### config.mk
export PLATFORM = sky130hd
export DESIGN_NAME = time_set_editor_flat
export DESIGN_NICKNAME = d
export VERILOG_FILES = /design/src/rtl/time_set_pkg.sv /design/src/rtl/time_set_editor_if.sv /design/src/rtl/field_digit_step.sv /design/src/rtl/time_set_editor.sv /design/src/flat_wrapper.sv
export SDC_FILE = /design/constraint.sdc
export NUM_CORES = 1
export LEC_CHECK = 0
export CAP_MARGIN = 30
export CELL_PAD_IN_SITES_DETAIL_PLACEMENT = 1
export CELL_PAD_IN_SITES_GLOBAL_PLACEMENT = 1
export CORE_MARGIN = 4
export CORE_UTILIZATION = 39
export DETAILED_ROUTE_END_ITERATION = 6
export GPL_TIMING_DRIVEN = 0
export PLACE_DENSITY_LB_ADDON = 0.08
export SLEW_MARGIN = 0
export SYNTH_ARGS = -nofsm -noshare
export SYNTH_HDL_FRONTEND = slang
export SYNTH_SLANG_ARGS = --single-unit
### constraint.sdc
create_clock -name CLK -period 8.8 [get_ports CLK]
set_input_delay 1.32 -clock CLK [delete_from_list [all_inputs] [get_ports CLK]]
set_output_delay 1.32 -clock CLK [all_outputs]
set_load 0.005 [all_outputs]
### src/rtl/time_set_pkg.sv
// Shared constants for the watch time-set editor: mode codes, cursor positions,
// FSM encoding and per-field limits.
package time_set_pkg;

   localparam logic [3:0] MODE_NORMAL   = 4'b0000;
   localparam logic [3:0] MODE_TIME_SET = 4'b0001;

   localparam logic [2:0] CUR_SEC_U  = 3'd0;
   localparam logic [2:0] CUR_SEC_T  = 3'd1;
   localparam logic [2:0] CUR_MIN_U  = 3'd2;
   localparam logic [2:0] CUR_MIN_T  = 3'd3;
   localparam logic [2:0] CUR_HOUR_U = 3'd4;
   localparam logic [2:0] CUR_HOUR_T = 3'd5;
   localparam logic [2:0] CUR_AMPM   = 3'd6;

   typedef enum logic [1:0] {
      ST_IDLE   = 2'd0,
      ST_EDIT   = 2'd1,
      ST_COMMIT = 2'd2
   } state_t;

   localparam logic [6:0] SEC_MAX = 7'd59;
   localparam logic [6:0] H12_MAX = 7'd11;
   localparam logic [6:0] H24_MAX = 7'd23;

endpackage

### src/rtl/time_set_editor_if.sv
// Button/snapshot inputs and edited-time outputs of the time-set editor.
interface time_set_editor_if;

   logic [3:0] num_sync;
   logic [3:0] mode;
   logic [6:0] cur_hour;
   logic [6:0] cur_min;
   logic [6:0] cur_sec;
   logic       cur_meridiem;
   logic [2:0] cursor;
   logic [6:0] hour;
   logic [6:0] min;
   logic [6:0] sec;
   logic       meridiem;
   logic       load_req;
   logic       blink;

   modport master (
      output num_sync, mode, cur_hour, cur_min, cur_sec, cur_meridiem,
      input  cursor, hour, min, sec, meridiem, load_req, blink
   );

   modport slave (
      input  num_sync, mode, cur_hour, cur_min, cur_sec, cur_meridiem,
      output cursor, hour, min, sec, meridiem, load_req, blink
   );

endinterface

### src/rtl/field_digit_step.sv
// Steps one decimal digit of a two-digit time field up or down, wrapping within the
// field's legal range and clamping to the limit when a tens change makes it illegal.
module field_digit_step (
   input  logic [6:0] value,
   input  logic       tens_sel,
   input  logic       up,
   input  logic [6:0] limit,
   output logic [6:0] result
);

   logic [3:0] units;
   logic [3:0] tens;
   logic [3:0] lim_units;
   logic [3:0] lim_tens;
   logic [3:0] units_top;
   logic [3:0] units_n;
   logic [3:0] tens_n;

   always_comb begin
      units     = 4'(value % 7'd10);
      tens      = 4'(value / 7'd10);
      lim_units = 4'(limit % 7'd10);
      lim_tens  = 4'(limit / 7'd10);
      // The units digit only runs short when the tens digit is at its top value (e.g. 2x of 23).
      units_top = (tens == lim_tens) ? lim_units : 4'd9;
      units_n   = units;
      tens_n    = tens;
      result    = limit;
      if (value <= limit) begin
         if (!tens_sel) begin
            if (up) units_n = (units >= units_top) ? 4'd0 : units + 4'd1;
            else    units_n = (units == 4'd0) ? units_top : units - 4'd1;
            result = 7'(tens) * 7'd10 + 7'(units_n);
         end else begin
            if (up) tens_n = (tens >= lim_tens) ? 4'd0 : tens + 4'd1;
            else    tens_n = (tens == 4'd0) ? lim_tens : tens - 4'd1;
            if (tens_n == lim_tens && units > lim_units) result = limit;
            else                                         result = 7'(tens_n) * 7'd10 + 7'(units);
         end
      end
   end

endmodule

### src/rtl/time_set_editor.sv
// Cursor-based time editor: snapshots running time on entering the set mode, edits
// digits with up/down buttons, blinks the selected digit and issues a commit pulse on exit.
module time_set_editor
   import time_set_pkg::*;
#(
   parameter logic [3:0] ACTIVE_MODE = MODE_TIME_SET,
   parameter bit         H24         = 1'b0,
   parameter int         BLINK_DIV   = 25000000
) (
   input logic              CLK,
   input logic              RESET,
   time_set_editor_if.slave bus
);

   localparam logic [2:0] CUR_MAX  = H24 ? CUR_HOUR_T : CUR_AMPM;
   localparam logic [6:0] HOUR_MAX = H24 ? H24_MAX : H12_MAX;
   localparam int         CNT_W    = $clog2(BLINK_DIV);

   state_t           state_reg;
   state_t           state_next;
   logic [2:0]       cursor_reg;
   logic [6:0]       hour_reg;
   logic [6:0]       min_reg;
   logic [6:0]       sec_reg;
   logic             meridiem_reg;
   logic             blink_reg;
   logic [CNT_W-1:0] cnt_reg;

   logic             in_edit;
   logic             entering;
   logic             do_step;
   logic             do_next;
   logic             do_prev;
   logic [6:0]       step_val;
   logic [6:0]       step_lim;
   logic [6:0]       step_res;

   always_comb begin
      state_next = state_reg;
      case (state_reg)
         ST_IDLE:   if (bus.mode == ACTIVE_MODE) state_next = ST_EDIT;
         ST_EDIT:   if (bus.mode != ACTIVE_MODE) state_next = ST_COMMIT;
         ST_COMMIT: state_next = ST_IDLE;
         default:   state_next = ST_IDLE;
      endcase
   end

   always_comb begin
      in_edit  = (state_reg == ST_EDIT);
      entering = (state_reg == ST_IDLE) && (state_next == ST_EDIT);
      do_step  = in_edit && (bus.num_sync[0] ^ bus.num_sync[1]);
      do_next  = in_edit && bus.num_sync[2] && !bus.num_sync[3];
      do_prev  = in_edit && bus.num_sync[3] && !bus.num_sync[2];
      step_val = sec_reg;
      step_lim = SEC_MAX;
      case (cursor_reg)
         CUR_MIN_U, CUR_MIN_T: begin
            step_val = min_reg;
         end
         CUR_HOUR_U, CUR_HOUR_T: begin
            step_val = hour_reg;
            step_lim = HOUR_MAX;
         end
         default: ;
      endcase
   end

   // Shared stepper; the value/cursor update below always uses the pre-move cursor.
   field_digit_step u_step (
      .value    (step_val),
      .tens_sel (cursor_reg[0]),
      .up       (bus.num_sync[0]),
      .limit    (step_lim),
      .result   (step_res)
   );

   always_ff @(posedge CLK or negedge RESET) begin
      if (!RESET) state_reg <= ST_IDLE;
      else        state_reg <= state_next;
   end

   always_ff @(posedge CLK or negedge RESET) begin
      if (!RESET) begin
         cursor_reg   <= 3'd0;
         hour_reg     <= 7'd0;
         min_reg      <= 7'd0;
         sec_reg      <= 7'd0;
         meridiem_reg <= 1'b0;
      end else if (entering) begin
         cursor_reg   <= 3'd0;
         hour_reg     <= bus.cur_hour;
         min_reg      <= bus.cur_min;
         sec_reg      <= bus.cur_sec;
         meridiem_reg <= H24 ? 1'b0 : bus.cur_meridiem;
      end else if (in_edit) begin
         if (do_step) begin
            case (cursor_reg)
               CUR_SEC_U, CUR_SEC_T:   sec_reg  <= step_res;
               CUR_MIN_U, CUR_MIN_T:   min_reg  <= step_res;
               CUR_HOUR_U, CUR_HOUR_T: hour_reg <= step_res;
               default:                meridiem_reg <= H24 ? 1'b0 : ~meridiem_reg;
            endcase
         end
         if (do_next)      cursor_reg <= (cursor_reg == CUR_MAX) ? 3'd0 : cursor_reg + 3'd1;
         else if (do_prev) cursor_reg <= (cursor_reg == 3'd0) ? CUR_MAX : cursor_reg - 3'd1;
      end else if (state_reg == ST_COMMIT) begin
         cursor_reg <= 3'd0;
      end
   end

   // Blink phase restarts (digit shown) on entry and on every button press.
   always_ff @(posedge CLK or negedge RESET) begin
      if (!RESET) begin
         blink_reg <= 1'b1;
         cnt_reg   <= '0;
      end else if (state_next != ST_EDIT || !in_edit || (|bus.num_sync)) begin
         blink_reg <= 1'b1;
         cnt_reg   <= '0;
      end else if (cnt_reg == CNT_W'(BLINK_DIV - 1)) begin
         blink_reg <= ~blink_reg;
         cnt_reg   <= '0;
      end else begin
         cnt_reg   <= cnt_reg + CNT_W'(1);
      end
   end

   assign bus.cursor   = cursor_reg;
   assign bus.hour     = hour_reg;
   assign bus.min      = min_reg;
   assign bus.sec      = sec_reg;
   assign bus.meridiem = meridiem_reg;
   assign bus.load_req = (state_reg == ST_COMMIT);
   assign bus.blink    = blink_reg;

endmodule
### src/flat_wrapper.sv
// flat-port wrapper written by rule: the top's interface ports become plain ports
module time_set_editor_flat import time_set_pkg::*;
#(
   parameter logic [3:0] ACTIVE_MODE = MODE_TIME_SET,
   parameter bit         H24         = 1'b0,
   parameter int         BLINK_DIV   = 25000000
)
  (CLK, RESET, bus_num_sync, bus_mode, bus_cur_hour, bus_cur_min, bus_cur_sec, bus_cur_meridiem, bus_cursor, bus_hour, bus_min, bus_sec, bus_meridiem, bus_load_req, bus_blink);
  time_set_editor_if bus_i ();
  input logic CLK;
  input logic RESET;
  input wire logic [$bits(bus_i.num_sync)-1:0] bus_num_sync;
  input wire logic [$bits(bus_i.mode)-1:0] bus_mode;
  input wire logic [$bits(bus_i.cur_hour)-1:0] bus_cur_hour;
  input wire logic [$bits(bus_i.cur_min)-1:0] bus_cur_min;
  input wire logic [$bits(bus_i.cur_sec)-1:0] bus_cur_sec;
  input wire logic [$bits(bus_i.cur_meridiem)-1:0] bus_cur_meridiem;
  output wire logic [$bits(bus_i.cursor)-1:0] bus_cursor;
  output wire logic [$bits(bus_i.hour)-1:0] bus_hour;
  output wire logic [$bits(bus_i.min)-1:0] bus_min;
  output wire logic [$bits(bus_i.sec)-1:0] bus_sec;
  output wire logic [$bits(bus_i.meridiem)-1:0] bus_meridiem;
  output wire logic [$bits(bus_i.load_req)-1:0] bus_load_req;
  output wire logic [$bits(bus_i.blink)-1:0] bus_blink;
  assign bus_i.num_sync = bus_num_sync;
  assign bus_i.mode = bus_mode;
  assign bus_i.cur_hour = bus_cur_hour;
  assign bus_i.cur_min = bus_cur_min;
  assign bus_i.cur_sec = bus_cur_sec;
  assign bus_i.cur_meridiem = bus_cur_meridiem;
  assign bus_cursor = bus_i.cursor;
  assign bus_hour = bus_i.hour;
  assign bus_min = bus_i.min;
  assign bus_sec = bus_i.sec;
  assign bus_meridiem = bus_i.meridiem;
  assign bus_load_req = bus_i.load_req;
  assign bus_blink = bus_i.blink;
  time_set_editor #(.ACTIVE_MODE(ACTIVE_MODE), .H24(H24), .BLINK_DIV(BLINK_DIV)) u_core (.CLK(CLK), .RESET(RESET), .bus(bus_i));
endmodule
==> run summary <==
Met3 Routed Length - 669 microns
# nets final - 681
CTS Sinks - 53
post-cts hold buffer count - 0
global-route wire length before repair - 24100 microns
DRC violations left - 0
Cell Area, Placed - 5380 sq um
Final setup viols - 0
Arr. time, crit path - 8.64 ns
fillers - 1332
IO Pins - 59
Worst Skew - 0.00665 ns
clk_lat worst skew - 0.30 ns
ys async rst share - 100%
die width - 117 microns
relative slew slack - 49.4%
Final Max Slew Viols - 0
initial antenna violation count - 0
main flop type after synthesis - dfrtp_1
Ant. Diodes - 0
Synth cell types - 80
sequential area share after synthesis - 28.8%
Die H - 117 microns
Root Driver - clkbuf_16
CTS tree - yes
Most common cell on crit path - ha_2
status - finished clean
Port Buf Inserts - 58
Fmax - 119 MHz
delay-heaviest family, CP - compound AO/OA/AOI/OAI gates
Starting Density - 40.2%
leading cell types in the layout, fill and taps excluded - 57 x clkdlybuf4s50_1, 50 x dfrtp_1, 42 x nor2_1
clock-pin slew on the worst setup and hold paths - 0.07 ns
Critical Path Slowest Stage Cell - dfrtp_2
Avg Vias per Cell - 5.87
Setup WS pre-CTS - -1.48 ns
Final period util - 95.6%
GP Congestion - 0.868
Area growth, synth to finish - 27.4%
fin crit period - 8.41 ns
post-DP HPWL - 11200 microns
Crit Path Max Fanout - 10
Synth Instances - 525
startpoint types - flop
Yosys reg bits - 53
routed length on met2 - 7390 microns
Detailed Routing Iterations Pass 1 - 4
final setup margin - 0.385 ns
Hold Vio Cnt, Final - 0
core box area - 11500 sq um
DR iter-0 viols - 196
final instance area - 5870 sq um
CP bufs+invs - 6
CP max stage delay - 0.48 ns
Critical Path RT - 9.02 ns
EDFF count, synth - 0
routed len/inst - 20.0 microns
Worst Setup Path Type - flop to flop
Total Routing Usage GR - 22.3%
max layer used - met4
max-cap viol count - 0
gr ovfl total - 0
vias after detailed routing - 4432
commonest non-fill, non-tap cell in the layout - clkdlybuf4s50_1
Synthesis Warnings - 0
final wirelength - 15100 microns
CTS Buf Count - 5
# rows - 39
Final ANT Viol Nets - 0
clock tree buffer depth - 2
CP Capture Type - flop
Hold WC Path Type - flop to flop
layout cells sized above 1 - 16.0%
max reg flops - 25
worst-margin pin slew - 0.759 ns
M1 WL - 6740 microns
die area - 13600 sq um
Post-Syn Nets - 595
Syn Area/Cell - 8.77 sq um
vias in the first global route - 4773
Mapped Area - 4600 sq um
largest net degree at the start of global routing - 32
H-tree levels - 2
[worst reg2reg max path, delay by kind of cell, from the launching register on]
family          cells  cell delay [ns]
xor+xnor            3             0.49
simple gates       10             1.94
compound gates     13             2.67
mux                 1             0.12
buf+inv             6             0.80
fa+ha+maj           7             1.84
flops               1             0.48
[final cells by class]
class                           instances  area [sq um]  share of cell area [%]
Clock buffer                            6           139                    2.37
Timing Repair Buffer                   81           758                    12.9
Inverter                               30           123                    2.09
Tap cell                              143           179                    3.05
Sequential cell                        53          1330                    22.7
Clock inverter                          2          37.5                   0.640
Multi-Input combinational cell        424          3220                    54.8
Buffer                                 16          83.8                    1.43
[per-layer routing]
layer  global-route usage, %  vias to the layer above
met5                       0                        -
met4                    5.43                        0
met2                    38.3                       93
met1                    28.9                     2212
met3                    4.35                       21
li1                        -                     2106
[stage by stage]
| step | hold slack (ns) | setup TNS (ns) | utilization, % | instances |
|---|---|---|---|---|
| floorplan | 0.447 | 0 | - | 525 |
| global placement | 0.482 | -15.53 | 46.8 | 726 |
| global route | 0.543 | -0.110 | 51.2 | 755 |
| finish | 0.528 | 0 | 51.2 | 755 |
| detailed placement | 0.492 | -20.94 | 47.0 | 728 |
| CTS | 0.501 | 0 | 49.4 | 742 |
[cell families after synthesis]
| family | count (synthesis) | synth area share [%] |
|---|---|---|
| compound gates | 147 | 24.6 |
| xor+xnor | 37 | 7.04 |
| fa+ha+maj | 38 | 11.0 |
| buf+inv | 48 | 4.46 |
| flops | 53 | 28.8 |
| mux | 4 | 0.870 |
| simple gates | 198 | 23.2 |
[Yosys cell counts (5+ instances only)]
cell type / count / area, sq um
o21a_1: 6 / 45.0
a221oi_2: 5 / 75.1
xnor2_1: 17 / 149
dfrtp_1: 52 / 1300
and2_1: 9 / 56.3
nand2_1: 29 / 109
nor3_1: 12 / 60.1
nand4_1: 8 / 50.1
nand3_1: 20 / 100
nand2b_1: 6 / 37.5
xor2_1: 20 / 175
inv_1: 19 / 71.3
or3_1: 7 / 43.8
nor2_1: 43 / 161
inv_2: 7 / 26.3
a21oi_1: 34 / 170
clkbuf_1: 11 / 41.3
o21ai_0: 22 / 110
nor2b_1: 10 / 62.6
a221o_1: 5 / 50.1
and3_1: 33 / 206
o21ai_1: 19 / 95.1
ha_1: 34 / 425
o21ai_2: 6 / 52.6
[worst paths after layout]
path / startpoint / to / slack, ns / cells past startpoint
setup / recovery: u_core.bus.cursor[2] / u_core.bus.min[6] / 0.39 / 40
hold / removal: u_core.cnt_reg[0] / u_core.cnt_reg[0] / 0.53 / 1
setup reg to reg: u_core.bus.cursor[2] / u_core.bus.min[6] / 0.39 / 40
hold reg to reg: u_core.cnt_reg[0] / u_core.cnt_reg[0] / 0.53 / 1
max in group asynchronous: RESET / u_core.bus.blink / 7.05 / 2
min in group asynchronous: RESET / u_core.cnt_reg[8] / 1.08 / 1
[timing repair]
| action | CTS | global route |
|---|---|---|
| resized for setup | 11 | 22 |
| gates cloned | 0 | 0 |
| setup buffers | 7 | 14 |
| pin swaps | 2 | 6 |
| endpoints found under the setup margin | 21 | 12 |
Power is left out: the tool's default activity adds up to more than one toggle a clock period on the data nets, which glitch-free logic cannot reach.
